$ cat src/rtl/accel_pkg.sv
// Shared definitions for the accelerator front-end: instruction width, NOP encoding
// and the issue-FSM state type.
package accel_pkg;

    typedef enum logic [1:0] {
        IDLE,
        ISSUE,
        WAIT_DRAIN
    } issue_state_e;

    // Instruction = 4b opcode, 2b flags, two address fields, one data/mask field.
    function automatic int calc_ins_width(input int depth, input int w);
        int addrW;
        int dataW;
        addrW = (depth > 2) ? depth : 2;
        dataW = ((1 << depth) > w) ? (1 << depth) : w;
        return 4 + 2 + 2 * addrW + dataW;
    endfunction

    localparam int INS_W_DEFAULT = calc_ins_width(3, 16);
    localparam logic [INS_W_DEFAULT-1:0] INS_NOP = '0;

endpackage

$ cat src/rtl/issue_fifo.sv
// Circular entry buffer for the issue queue; owns storage, pointers, occupancy and ready.
module issue_fifo #(
    parameter int QA = 3,
    parameter int EW = 8
) (
    input  logic          clk_i,
    input  logic          rst_i,
    input  logic          push_i,
    input  logic          pop_i,
    input  logic [EW-1:0] wdata_i,
    output logic [EW-1:0] rdata_o,
    output logic [QA:0]   level_o,
    output logic          ready_o,
    output logic          empty_o
);

    localparam int N = 1 << QA;

    logic [EW-1:0] mem_q [N];
    logic [QA-1:0] wptr_q, rptr_q;
    logic [QA:0]   level_q;
    logic          doPush, doPop;

    // Ready depends only on the registered level, so a pop cannot free a slot in the same cycle.
    assign ready_o = (level_q != (QA+1)'(N));
    assign empty_o = (level_q == '0);
    assign doPush  = push_i && ready_o;
    assign doPop   = pop_i && !empty_o;
    assign rdata_o = mem_q[rptr_q];
    assign level_o = level_q;

    always_ff @(posedge clk_i) begin
        if (doPush) begin
            mem_q[wptr_q] <= wdata_i;
        end
    end

    always_ff @(posedge clk_i or posedge rst_i) begin
        if (rst_i) begin
            wptr_q  <= '0;
            rptr_q  <= '0;
            level_q <= '0;
        end else begin
            if (doPush) begin
                wptr_q <= wptr_q + QA'(1);
            end
            if (doPop) begin
                rptr_q <= rptr_q + QA'(1);
            end
            case ({doPush, doPop})
                2'b10:   level_q <= level_q + (QA+1)'(1);
                2'b01:   level_q <= level_q - (QA+1)'(1);
                default: level_q <= level_q;
            endcase
        end
    end

endmodule

$ cat src/rtl/accel_issue_queue.sv
// Valid/ready instruction front-end for the master controller: queued entries with
// repeat counts, pipeline-drain barriers and a global hold; NOP whenever nothing issues.
module accel_issue_queue
    import accel_pkg::*;
#(
    parameter int depth    = 3,
    parameter int W        = 16,
    parameter int insWidth = calc_ins_width(depth, W),
    parameter int QA       = 3,
    parameter int RPT_W    = 4,
    parameter int PIPE_LAT = 6
) (
    input  logic                CLK,
    input  logic                RST,
    input  logic                in_valid,
    output logic                in_ready,
    input  logic [insWidth-1:0] in_instr,
    input  logic [RPT_W-1:0]    in_repeat,
    input  logic                in_barrier,
    input  logic                hold,
    output logic [insWidth-1:0] out_instr,
    output logic                out_valid,
    output logic [QA:0]         level,
    output logic                busy
);

    localparam int EW = 1 + RPT_W + insWidth;
    localparam int DW = $clog2(PIPE_LAT + 1);

    logic [EW-1:0]       head;
    logic                empty;
    logic                pop;
    logic                headBarrier;
    logic [RPT_W-1:0]    headRepeat;
    logic [insWidth-1:0] headInstr;

    issue_state_e        state_q, state_d;
    logic [RPT_W-1:0]    rem_q, rem_d;
    logic [insWidth-1:0] cur_q, cur_d;
    logic [insWidth-1:0] out_instr_q, out_instr_d;
    logic                out_valid_q, out_valid_d;
    logic [DW-1:0]       drain_q, drain_d;

    issue_fifo #(
        .QA(QA),
        .EW(EW)
    ) u_fifo (
        .clk_i  (CLK),
        .rst_i  (RST),
        .push_i (in_valid),
        .pop_i  (pop),
        .wdata_i({in_barrier, in_repeat, in_instr}),
        .rdata_o(head),
        .level_o(level),
        .ready_o(in_ready),
        .empty_o(empty)
    );

    assign headBarrier = head[EW-1];
    assign headRepeat  = head[insWidth +: RPT_W];
    assign headInstr   = head[insWidth-1:0];

    // Hold freezes everything but the drain counter and the FIFO push side.
    always_comb begin
        state_d     = state_q;
        rem_d       = rem_q;
        cur_d       = cur_q;
        out_instr_d = insWidth'(INS_NOP);
        out_valid_d = 1'b0;
        pop         = 1'b0;
        if (!hold) begin
            case (state_q)
                IDLE, ISSUE: begin
                    if (state_q == ISSUE && rem_q != '0) begin
                        out_instr_d = cur_q;
                        out_valid_d = 1'b1;
                        rem_d       = rem_q - RPT_W'(1);
                    end else if (!empty) begin
                        if (headBarrier && drain_q != '0) begin
                            state_d = WAIT_DRAIN;
                        end else begin
                            pop         = 1'b1;
                            cur_d       = headInstr;
                            rem_d       = headRepeat;
                            out_instr_d = headInstr;
                            out_valid_d = 1'b1;
                            state_d     = ISSUE;
                        end
                    end else begin
                        state_d = IDLE;
                    end
                end
                WAIT_DRAIN: begin
                    if (drain_q == '0 && !empty) begin
                        pop         = 1'b1;
                        cur_d       = headInstr;
                        rem_d       = headRepeat;
                        out_instr_d = headInstr;
                        out_valid_d = 1'b1;
                        state_d     = ISSUE;
                    end
                end
                default: state_d = IDLE;
            endcase
        end
    end

    // Reloaded on every issuing cycle, so a barrier waits PIPE_LAT+1 edges after the last issue.
    always_comb begin
        if (out_valid_d) begin
            drain_d = DW'(PIPE_LAT);
        end else if (drain_q != '0) begin
            drain_d = drain_q - DW'(1);
        end else begin
            drain_d = '0;
        end
    end

    always_ff @(posedge CLK or posedge RST) begin
        if (RST) begin
            state_q     <= IDLE;
            rem_q       <= '0;
            cur_q       <= '0;
            out_instr_q <= '0;
            out_valid_q <= 1'b0;
            drain_q     <= '0;
        end else begin
            state_q     <= state_d;
            rem_q       <= rem_d;
            cur_q       <= cur_d;
            out_instr_q <= out_instr_d;
            out_valid_q <= out_valid_d;
            drain_q     <= drain_d;
        end
    end

    assign out_instr = out_instr_q;
    assign out_valid = out_valid_q;
    assign busy      = !empty || (rem_q != '0) || (drain_q != '0);

endmodule

$ cat config.mk
export PLATFORM = sky130hd
export DESIGN_NAME = accel_issue_queue
export DESIGN_NICKNAME = d
export VERILOG_FILES = /design/src/rtl/accel_pkg.sv /design/src/rtl/issue_fifo.sv /design/src/rtl/accel_issue_queue.sv
export SDC_FILE = /design/constraint.sdc
export NUM_CORES = 1
export LEC_CHECK = 0
export ABC_CLOCK_PERIOD_IN_PS = 4820
export BUFFER_PORTS_ARGS = -buffer_cell sky130_fd_sc_hd__clkbuf_2
export CAP_MARGIN = 20
export CORE_UTILIZATION = 55
export CTS_BUF_LIST = sky130_fd_sc_hd__clkbuf_4 sky130_fd_sc_hd__clkbuf_8 sky130_fd_sc_hd__clkbuf_16
export DETAILED_ROUTE_END_ITERATION = 7
export PLACE_DENSITY_LB_ADDON = 0.3
export SLEW_MARGIN = 40
export SYNTH_ARGS = -nofsm -noshare
export SYNTH_HDL_FRONTEND = slang
export SYNTH_HIERARCHICAL = 1
export SYNTH_SLANG_ARGS = --single-unit
$ cat constraint.sdc
create_clock -name CLK -period 4.82 [get_ports CLK]
set_clock_uncertainty 0.05 [all_clocks]
set_input_delay 0.482 -clock CLK [delete_from_list [all_inputs] [get_ports CLK]]
set_output_delay 0.482 -clock CLK [all_outputs]
set_load 0.1 [all_outputs]
== Word-level counts from Yosys, hierarchy flattened ==
Memories as Yosys holds them, arrays and structs flattened.
Index checks and enable logic that the tools add are counted.

* Add/sub/neg operators: 6
* Equal/unequal tests: 11
* Reduce and logical (&&, ||, !) cells: 19
* Muxes and demuxes: 35
* Bitwise gates (word level): 1

{| class="wikitable"
|+ Operators by type and width
! kind !! number
|-
| 28-bit two-way mux || 9
|-
| 28-bit case mux with 2 select lines || 2
|-
| 4-bit two-way mux || 4
|-
| 4-bit case mux with 2 select lines || 2
|-
| 1-bit two-way mux || 9
|-
| 2-bit two-way mux || 4
|-
| 2-bit inequality test (second input constant) || 4
|-
| 4-bit by 1-bit subtractor with 4-bit output (second input constant) || 2
|-
| 3-bit by 1-bit adder with 3-bit output (second input constant) || 2
|-
| 3-bit two-way mux || 2
|-
| 3-bit inequality test (second input constant) || 2
|-
| 6-bit AND reduction || 1
|-
| 1-bit logical AND || 5
|-
| 5-bit AND reduction || 1
|-
| 4-bit by 1-bit adder with 4-bit output (second input constant) || 1
|-
| 2-bit by 1-bit equality test with 1-bit output (second input constant) || 2
|-
| 2-bit equality test (second input constant) || 2
|-
| 4-bit logical NOT || 1
|-
| 4-bit inequality test (second input constant) || 1
|-
| 1-bit case mux with 2 select lines || 2
|-
| 2-bit case mux with 2 select lines || 1
|-
| 2-bit nonzero test || 2
|-
| 4-bit nonzero test || 1
|-
| 3-bit logical NOT || 1
|-
| other kinds (8) || 9
|}

* Word-level logic and storage cells: 82
* RAM bits: 264
* Memories: 1
* Register bits after elaboration: 76

{| class="wikitable"
|+ Memories
! memory !! depth !! bits a word !! rd ports !! clocked after Yosys merged registers in !! wr ports !! line !! RTL
|-
| u_fifo.mem_q || 8 || 33 || 1 || 0 || 1 || issue_fifo.sv:19 || <nowiki>logic [EW-1:0] mem_q [N];</nowiki>
|}

== Depth between registers and ports, before layout ==
Gate-level depths: netlist of run 1.

* Word-level depth: 10
* Mapped depth: 16
* Mapped depth without buffers: 12

== By module ==
The synthesis of run 1 kept the hierarchy.

{| class="wikitable"
|+ Modules (own cells, without submodules)
! module !! times used !! area an instance (µm²) !! seq. area each (µm²) !! cells each
|-
| issue_fifo || 1 || 10679.0 || 8177.8 || 450
|-
| accel_issue_queue || 1 || 2611.3 || 1651.6 || 181
|}

== Least setup slack after synthesis of run 1 ==
Ideal clock, no wire load.

* Path type: reg2reg
* From: register u_fifo.level_q[0] (netlist: u_fifo/level_o[0])
* To: memory u_fifo/mem_q[1][0] (netlist bit), enable pin
* Data arrival time: 4.815 ns
* Cell stages (with the launch flop): 5
* Period minus slack after synthesis: 5.329 ns
* Setup slack: -0.509 ns
* Required time: 4.306 ns
* Cells stage by stage: dfrtp_1 or4b_1 clkbuf_1 nand3_1 nor3_1

* Cells in the longest elaborated chain, start to end: 4

{| class="wikitable"
|+ RTL lines
! what !! line !! RTL
|-
| start: declaration || issue_fifo.sv:21 || <nowiki>logic [QA:0] level_q;</nowiki>
|-
| start signal: assignment || issue_fifo.sv:51 || <nowiki>2'b10: level_q <= level_q + (QA+1)'(1);</nowiki>
|-
| start signal: assignment || issue_fifo.sv:52 || <nowiki>2'b01: level_q <= level_q - (QA+1)'(1);</nowiki>
|-
| start signal: assignment || issue_fifo.sv:53 || <nowiki>default: level_q <= level_q;</nowiki>
|-
| 4-bit inequality test || issue_fifo.sv:25 || <nowiki>assign ready_o = (level_q != (QA+1)'(N));</nowiki>
|-
| via in_ready || accel_issue_queue.sv:16 || <nowiki>output logic in_ready,</nowiki>
|-
| 1-bit logical AND || issue_fifo.sv:27 || <nowiki>assign doPush = push_i && ready_o;</nowiki>
|-
| 1-bit two-way mux || issue_fifo.sv:33 || <nowiki>if (doPush) begin</nowiki>
|-
| 1-bit two-way mux (implied by the code) || issue_fifo.sv:34 || <nowiki>mem_q[wptr_q] <= wdata_i;</nowiki>
|-
| end: declaration || issue_fifo.sv:19 ||
|}

The timed path passes the listed nets, and every way through them passes these cells.

== Final worst setup path of run 1 ==
* From: register u_fifo.rptr_q[0]
* To: register u_fifo.level_q[3] (netlist: u_fifo/level_o[3])

* Cells in the longest elaborated chain, start to end: 10
* Elaborated cells on any way between the ends: 12
* Those cells by class: 2 x eq/ne; 6 x mux; 3 x reduce/logical; 1 x memory

{| class="wikitable"
|+ RTL lines
! what !! line !! RTL
|-
| start: declaration || issue_fifo.sv:20 || <nowiki>logic [QA-1:0] wptr_q, rptr_q;</nowiki>
|-
| start signal: assignment || issue_fifo.sv:48 || <nowiki>rptr_q <= rptr_q + QA'(1);</nowiki>
|-
| memory 8 x 33 bit * || - ||
|-
| via head[32] || accel_issue_queue.sv:30 || <nowiki>logic [EW-1:0] head;</nowiki>
|-
| 1-bit logical AND * || accel_issue_queue.sv:79 || <nowiki>if (headBarrier && drain_q != '0) begin</nowiki>
|-
| 1-bit two-way mux * || accel_issue_queue.sv:79 ||
|-
| 1-bit two-way mux * || accel_issue_queue.sv:78 || <nowiki>end else if (!empty) begin</nowiki>
|-
| 1-bit two-way mux * || accel_issue_queue.sv:74 || <nowiki>if (state_q == ISSUE && rem_q != '0) begin</nowiki>
|-
| 1-bit case mux with 2 select lines * || accel_issue_queue.sv:72 || <nowiki>case (state_q)</nowiki>
|-
| 1-bit two-way mux * || accel_issue_queue.sv:71 || <nowiki>if (!hold) begin</nowiki>
|-
| 1-bit logical AND * || issue_fifo.sv:28 || <nowiki>assign doPop = pop_i && !empty_o;</nowiki>
|-
| via u_fifo.doPop || issue_fifo.sv:22 || <nowiki>logic doPush, doPop;</nowiki>
|-
| 2-bit by 1-bit equality test with 1-bit output / 2-bit equality test (equally long branches) || issue_fifo.sv:50 || <nowiki>case ({doPush, doPop})</nowiki>
|-
| 4-bit case mux with 2 select lines / 2-bit nonzero test (equally long branches) || - ||
|}

The timed path passes the listed nets; every way through them passes the cells marked *.
A chain may end at the register's enable or synchronous reset.

==> flow_metrics.env, run 1 <==
export IMPL_status="finished, final reports clean"
export IMPL_ff2ff_setup_slack_ps=1080
export IMPL_post_cts_buffers=0
export IMPL_ys_async_sr_fraction_pct=22.35
export IMPL_start_kind="register"
export IMPL_irDropWorstVdd_mv=0.6393
export IMPL_finalSetupViolations=0
export IMPL_wl_per_cell_um=23.12
export IMPL_min_period_over_period_pct=77.55
export IMPL_fp_dieH_um=157.5
export IMPL_postSynthAreaPerCell_um2=21.06
export IMPL_cp_arrival_ps=4060
export IMPL_die_area_mm2=0.02479
export IMPL_cap_violations=0
export IMPL_ctsHtreeMaxLevel=2
export IMPL_rows=56
export IMPL_ys_warn_count=6
export IMPL_rsz0062_at_grt="false"
export IMPL_rr_worst_depth=12
export IMPL_clock_latency_ps=510
export IMPL_dr_pass1_iters=4
export IMPL_grt_pass1_wl_um=38930
export IMPL_whs_ps=188.8
export IMPL_post_cts_resized=0
export IMPL_cts_sinks=340
export IMPL_worstPathRequired_ps=5140
export IMPL_fill_cells=1578
export IMPL_grt_pass1_vias=6738
export IMPL_area_growth_pct=14.18
export IMPL_cts_tree="done"
export IMPL_worstSetupPathType="register to register"
export IMPL_grt_overflow=0
export IMPL_pre_cts_slack_ps=1128
export IMPL_hold_viol_final=0
export IMPL_slew_viol_final=0
export IMPL_antenna_found_initial=1
export IMPL_core_area_mm2=0.02361
export IMPL_die_w_um=157.5
export IMPL_layout_commonest_cell="edfxtp_1"
export IMPL_synth_distinct_cells=51
export IMPL_worstHoldPathCells=1
export IMPL_num_io_pins=72
export IMPL_finalCriticalPeriod_ps=3738
export IMPL_fmax_mhz=267.5
export IMPL_port_buffers=71
export IMPL_drive_above_1_share_pct=39.31
export IMPL_syn_area_mm2=0.01329
export IMPL_grt_usage_pct=21.52
export IMPL_grt_max_degree=67
export IMPL_start_util_pct=56.28
export IMPL_layout_common_cells="edfxtp_1 (264), dfrtp_1 (73), clkbuf_2 (71)"
export IMPL_ys_seq_area_share_pct=73.96
export IMPL_nets=770
export IMPL_routed_wl_um=24810
export IMPL_cp_end_kind="register"
export IMPL_drt_initial_drc_count=492
export IMPL_ys_seq_elements=340
export IMPL_avgViaCountPerCell=5.831
export IMPL_cts_root_buf="clkbuf_16"
export IMPL_clk_pin_slew_worst_paths_ps=60
export IMPL_ant_nets=0
export IMPL_route_vias_total=6257
export IMPL_hpwl_um=14140
export IMPL_maxSlewHeadroom_pct=46.44
export IMPL_synth_edf_count=264
export IMPL_crit_fanout=9
export IMPL_hold_path_class="input pin to register"
export IMPL_drc=0
export IMPL_p_leak_nw=5.426
export IMPL_tightest_slew_ps=801.5
export IMPL_place_congestion=0.8585
export IMPL_synth_cells=631
export IMPL_cts_buffers=35
export IMPL_power_density_mw_per_mm2=705.2
export IMPL_cts_max_path_buffers=3
export IMPL_synth_nets=675
export IMPL_setup_tns_ps=0
export IMPL_synth_ff_type="edfxtp_1"
export IMPL_worst_slack_ps=1082
-- logic make-up after synthesis --
kind of cell | Yosys count | share of synthesized area [%]
xor+xnor | 6 | 0.3954
buf+inv | 41 | 1.996
flops | 340 | 73.96
simple gates | 51 | 2.231
fa+ha+maj | 7 | 0.7155
mux | 132 | 17.40
compound gates | 54 | 3.305
-- through the flow --
| step | instances | instance area (µm²) | utilization, % | power, mW |
|---|---|---|---|---|
| 2_1_floorplan | 631 | 13300 | - | 7.412 |
| 3_5_place_dp | 1006 | 14010 | 59.34 | 8.186 |
| 4_1_cts | 1071 | 15160 | 64.19 | 10.80 |
| 3_3_place_gp | 1006 | 14010 | 59.32 | 8.035 |
| 5_1_grt | 1073 | 15170 | 64.26 | 11.18 |
| 6_report | 1073 | 15170 | 64.26 | 10.70 |
-- report_power, final --
group | internal [mW] | switching, mW
clock network | 1.54 | 1.06
registers | 3.85 | 0.291
logic | 1.47 | 2.49
total | 6.86 | 3.84
-- worst max-delay path, stage by stage, from the launching register on --
cell      delay [ps]
dfrtp_4          440
mux4_2           500
mux2_4           290
o31ai_1          100
a22oi_2          210
nor3_4           180
o41ai_2          130
inv_1            110
ha_1             340
ha_1             360
or4b_2           650
o311ai_0         130
o211ai_1         120
-- layer usage --
layer | vias to the layer above | track usage (%) | share of wire, %
li1 | 2768 | - | -
met1 | 3277 | 28.39 | 41
met2 | 176 | 36.98 | 52
met3 | 36 | 3.414 | 5.4
met4 | 0 | 6.704 | 1.8
met5 | - | 0 | 0
-- sequential cells by signal, indices dropped and copies added, names as in the netlist --
register        cells
u_fifo/mem_q      264
out_instr          28
u_fifo/level_o      4
drain_q             3
rem_q               4
u_fifo/wptr_q       3
out_valid           1
state_q             2
u_fifo/rptr_q       3
cur_q              28
-- path summary, 6_finish.rpt --
check                                      start                 end
worst min register to register          cur_q[3]        out_instr[3]
worst min-delay path                 in_instr[4]  u_fifo/mem_q[7][4]
worst max-delay path            u_fifo/rptr_q[0]   u_fifo/level_o[3]
worst max register to register  u_fifo/rptr_q[0]   u_fifo/level_o[3]
min in group asynchronous                    RST   u_fifo/level_o[1]
max in group asynchronous                    RST          drain_q[1]
-- what timing repair did --
item / 4_1_cts / 5_1_grt
hold buffers: 1 / 0
endpoints found under the hold margin: 10 / 0
setup endpoints to repair: 0 / 0
-- cell type report --
type,count,area [µm²],share of cell area (%)
Antenna cell,1,2.502,0.01649
Clock buffer,48,1016,6.695
Clock inverter,16,118.9,0.7833
Inverter,11,41.29,0.2721
Multi-Input combinational cell,250,3268,21.54
Sequential cell,340,9836,64.82
Tap cell,319,399.1,2.630
Timing Repair Buffer,88,493.0,3.249
-- cells in the mapped netlist, drive strengths merged (3+ instances only) --
cell type  number  area [µm²]
dfrtp          76        1902
a211oi          3       22.52
nor3            8       56.31
xnor2           5       43.79
a22o           28       245.2
inv            11       41.29
nor2           12       47.55
nand3           5       25.02
a21oi           7       38.79
o21ai           5       25.02
mux4           66        1486
mux2           63       795.8
nand2b          5       31.28
nand2           9       38.79
nor3b           4       35.03
ha              6       75.07
mux2i           3       30.03
buf            25       205.2
clkbuf          5       18.77
edfxtp        264        7928
Note: power is estimated with default switching activity, not from simulation.
==> run 2, diff against run 1 <==
--- a/config.mk
+++ b/config.mk
@@ -5,7 +5,8 @@
 export SDC_FILE = /design/constraint.sdc
 export NUM_CORES = 1
 export LEC_CHECK = 0
-export ABC_CLOCK_PERIOD_IN_PS = 4820
+export ABC_AREA = 1
+export ABC_CLOCK_PERIOD_IN_PS = 3310
 export BUFFER_PORTS_ARGS = -buffer_cell sky130_fd_sc_hd__clkbuf_2
 export CAP_MARGIN = 20
 export CORE_UTILIZATION = 55
==> constraint.sdc (replaced) <==
create_clock -name CLK -period 3.31 [get_ports CLK]
set_clock_uncertainty 0.05 [all_clocks]
set_input_delay 0.331 -clock CLK [delete_from_list [all_inputs] [get_ports CLK]]
set_output_delay 0.331 -clock CLK [all_outputs]
set_load 0.1 [all_outputs]
==> run 2 against run 1 <==
  * The run now ends with design-rule violations left
  * Clock power is 48% higher
  * Synthesized area is 11% higher
  * Maximum frequency up 30%
  * Global-route usage up 0.49 points
  * Worst hold slack lost 170 ps
  * Via count grew 55%
  * Count of clock-buffer cells in the layout is 4 lower
  * Die area is 11% higher
  * Final area grew 9.6%
  * Critical path type unchanged
==> flow_metrics.env, run 2 <==
export IMPL_status="finished, violations left"
export IMPL_violations="design-rule violations"
export IMPL_synth_distinct_cells=26
export IMPL_cts_buffers=35
export IMPL_place_congestion=0.8505
export IMPL_die_w_um=166.0
export IMPL_hpwl_um=16730
export IMPL_grt_overflow=0
export IMPL_cap_violations=0
export IMPL_layout_commonest_cell="nand2_1"
export IMPL_core_area_mm2=0.02621
export IMPL_ant_nets=0
export IMPL_netlist_area_leader_share_pct=53.61
export IMPL_rsz0062_at_grt="false"
export IMPL_synth_cells=1546
export IMPL_clock_latency_ps=510
export IMPL_slew_viol_final=0
export IMPL_grt_usage_pct=22.02
export IMPL_r2r_start="u_fifo/rptr_q[1]"
export IMPL_dr_pass1_iters=7
export IMPL_cts_max_path_buffers=3
export IMPL_use_met3_pct=3.384
export IMPL_cp_end_kind="register"
export IMPL_layout_common_cells="nand2_1 (579), nor2_1 (272), edfxtp_1 (264)"
export IMPL_postSynthAreaPerCell_um2=9.564
export IMPL_cp_arrival_ps=3220
export IMPL_hold_path_class="input pin to register"
export IMPL_antenna_found_initial=1
export IMPL_grt_use_met2_pct=35.53
export IMPL_maxSlewHeadroom_pct=42.63
export IMPL_crit_fanout=19
export IMPL_start_util_pct=56.42
export IMPL_grtUsageMet1_pct=30.70
export IMPL_yosysTopAreaCell="edfxtp_1"
export IMPL_antenna_cells=0
export IMPL_worstPathRequired_ps=3660
export IMPL_synth_most_common_cell="nand2_1"
export IMPL_startpoint="u_fifo/rptr_q[1]"
export IMPL_fmax_mhz=348.6
export IMPL_nets=1655
export IMPL_busiest_layer="met2"
export IMPL_num_io_pins=72
export IMPL_start_kind="register"
export IMPL_largest_reg_flops=264
export IMPL_drc=9
export IMPL_die_area_mm2=0.02754
export IMPL_irDropWorstVdd_mv=0.6080
export IMPL_avgViaCountPerCell=4.935
export IMPL_grt_max_degree=108
export IMPL_yosys_top_cells_count="nand2_1 (579), nor2_1 (272), edfxtp_1 (264)"
export IMPL_clk_pin_slew_worst_paths_ps=60
export IMPL_ys_warn_count=6
export IMPL_grt_pass1_wl_um=47400
export IMPL_routed_wl_um=29530
export IMPL_p_leak_nw=7.515
export IMPL_grt_pass1_vias=9118
export IMPL_largest_register="u_fifo/mem_q"
export IMPL_port_buffers=71
export IMPL_synth_nets=1590
export IMPL_ff2ff_setup_slack_ps=440
export IMPL_hold_viol_final=0
export IMPL_synth_ff_type="edfxtp_1"
export IMPL_synth_area_leaders="edfxtp_1 (54%), nand2_1 (15%), dfrtp_1 (13%), nor2_1 (6.9%), inv_1 (4.0%)"
export IMPL_synth_edf_count=264
export IMPL_wl_per_cell_um=15.00
export IMPL_post_cts_buffers=0
export IMPL_drive_above_1_share_pct=12.12
export IMPL_cts_root_buf="clkbuf_16"
export IMPL_syn_area_mm2=0.01479
export IMPL_ys_seq_area_share_pct=66.47
export IMPL_post_cts_resized=0
export IMPL_cts_sinks=340
export IMPL_min_period_over_period_pct=86.66
export IMPL_tightest_slew_ps=860.5
export IMPL_ys_async_sr_fraction_pct=22.35
export IMPL_ys_seq_elements=340
export IMPL_min_from="in_valid"
export IMPL_finalSetupViolations=0
export IMPL_finalCriticalPeriod_ps=2869
export IMPL_drt_initial_drc_count=906
export IMPL_setup_tns_ps=0
export IMPL_ctsHtreeMaxLevel=2
export IMPL_power_density_mw_per_mm2=979.1
export IMPL_area_growth_pct=12.44
export IMPL_fp_dieH_um=166.0
export IMPL_finalPower_mw=16.28
export IMPL_rows=59
export IMPL_worstSetupPathType="register to register"
export IMPL_route_vias_total=9712
export IMPL_cts_tree="done"
-- run 2: area by class of cell --
type                       instances  area [µm²]
tap                              335       419.2
multi-input combinational        975        4074
clock inverter                    15       125.1
timing repair buffer              98       564.3
clock buffer                      44        1002
fill                            2035        9580
sequential                       340        9836
inverter                         161       605.6
-- run 2: path summary, 6_finish.rpt --
kind                                          end  depth (start not counted)
worst min register to register          cur_q[25]                          2
worst max-delay path            u_fifo/level_o[3]                         20
max in group asynchronous            out_instr[9]                          4
worst min-delay path             u_fifo/wptr_q[1]                          3
worst max register to register  u_fifo/level_o[3]                         20
min in group asynchronous       u_fifo/level_o[2]                          3
-- run 2: repair_timing --
| action | 4_1_cts | 5_1_grt |
|---|---|---|
| setup endpoints to repair | 0 | 0 |
| hold endpoints to repair | 46 | 0 |
| hold buffers | 1 | 0 |
-- run 2: per-layer routing --
layer	up-vias	routed length [µm]
met4	2	677
met1	4418	13050
li1	4945	-
met2	289	13980
met3	58	1806
met5	-	12
-- run 2: logic make-up (layout without fill, tap and decap cells) --
group                      after synthesis  in the layout  synth area share, %
AOI/OAI and AO/OA                       41             41                1.692
buffers and inverters                  231            318                6.668
adders and majority gates                7              7               0.6431
DFF                                    340            340                66.47
xor gates and xnor gates                 7              7               0.4146
and+or+nand+nor                        920            920                24.11
-- run 2: metrics by stage --
step / setup slack [ps] / util, % / instances / hold WS (ps) / area [µm²]
6_report: 441.5 / 63.44 / 1968 / 20.89 / 16630
5_1_grt: 142.6 / 63.44 / 1968 / 24.05 / 16630
4_1_cts: 466.3 / 63.44 / 1968 / 4.128 / 16620
3_5_place_dp: 469.0 / 59.10 / 1908 / 299.2 / 15490
3_3_place_gp: 537.7 / 59.08 / 1908 / 287.2 / 15480
2_1_floorplan: 80.40 / - / 1546 / 121.1 / 14890
-- run 2: worst max-delay path, cell delays in order, from the launching register on --
cell and delay [ps]:
dfrtp_2 610, inv_2 80, nor2_1 110, nand2_1 60, nand2_1 60, nand2_1 40
nand2_1 100, nand2_1 70, nand3_1 80, nand2_2 60, nand2_1 70, inv_1 40
nand2_1 140, inv_1 80, ha_1 230, ha_1 320, or2_2 310, nand2_1 70
nand2_1 50, nand3_1 60, nand2_1 50
-- run 2: report_power, final --
part	internal, mW	total, mW	switching [mW]
Sequential	5.53	5.93	0.400
Combinational	1.59	6.49	4.91
Clock	2.30	3.86	1.56
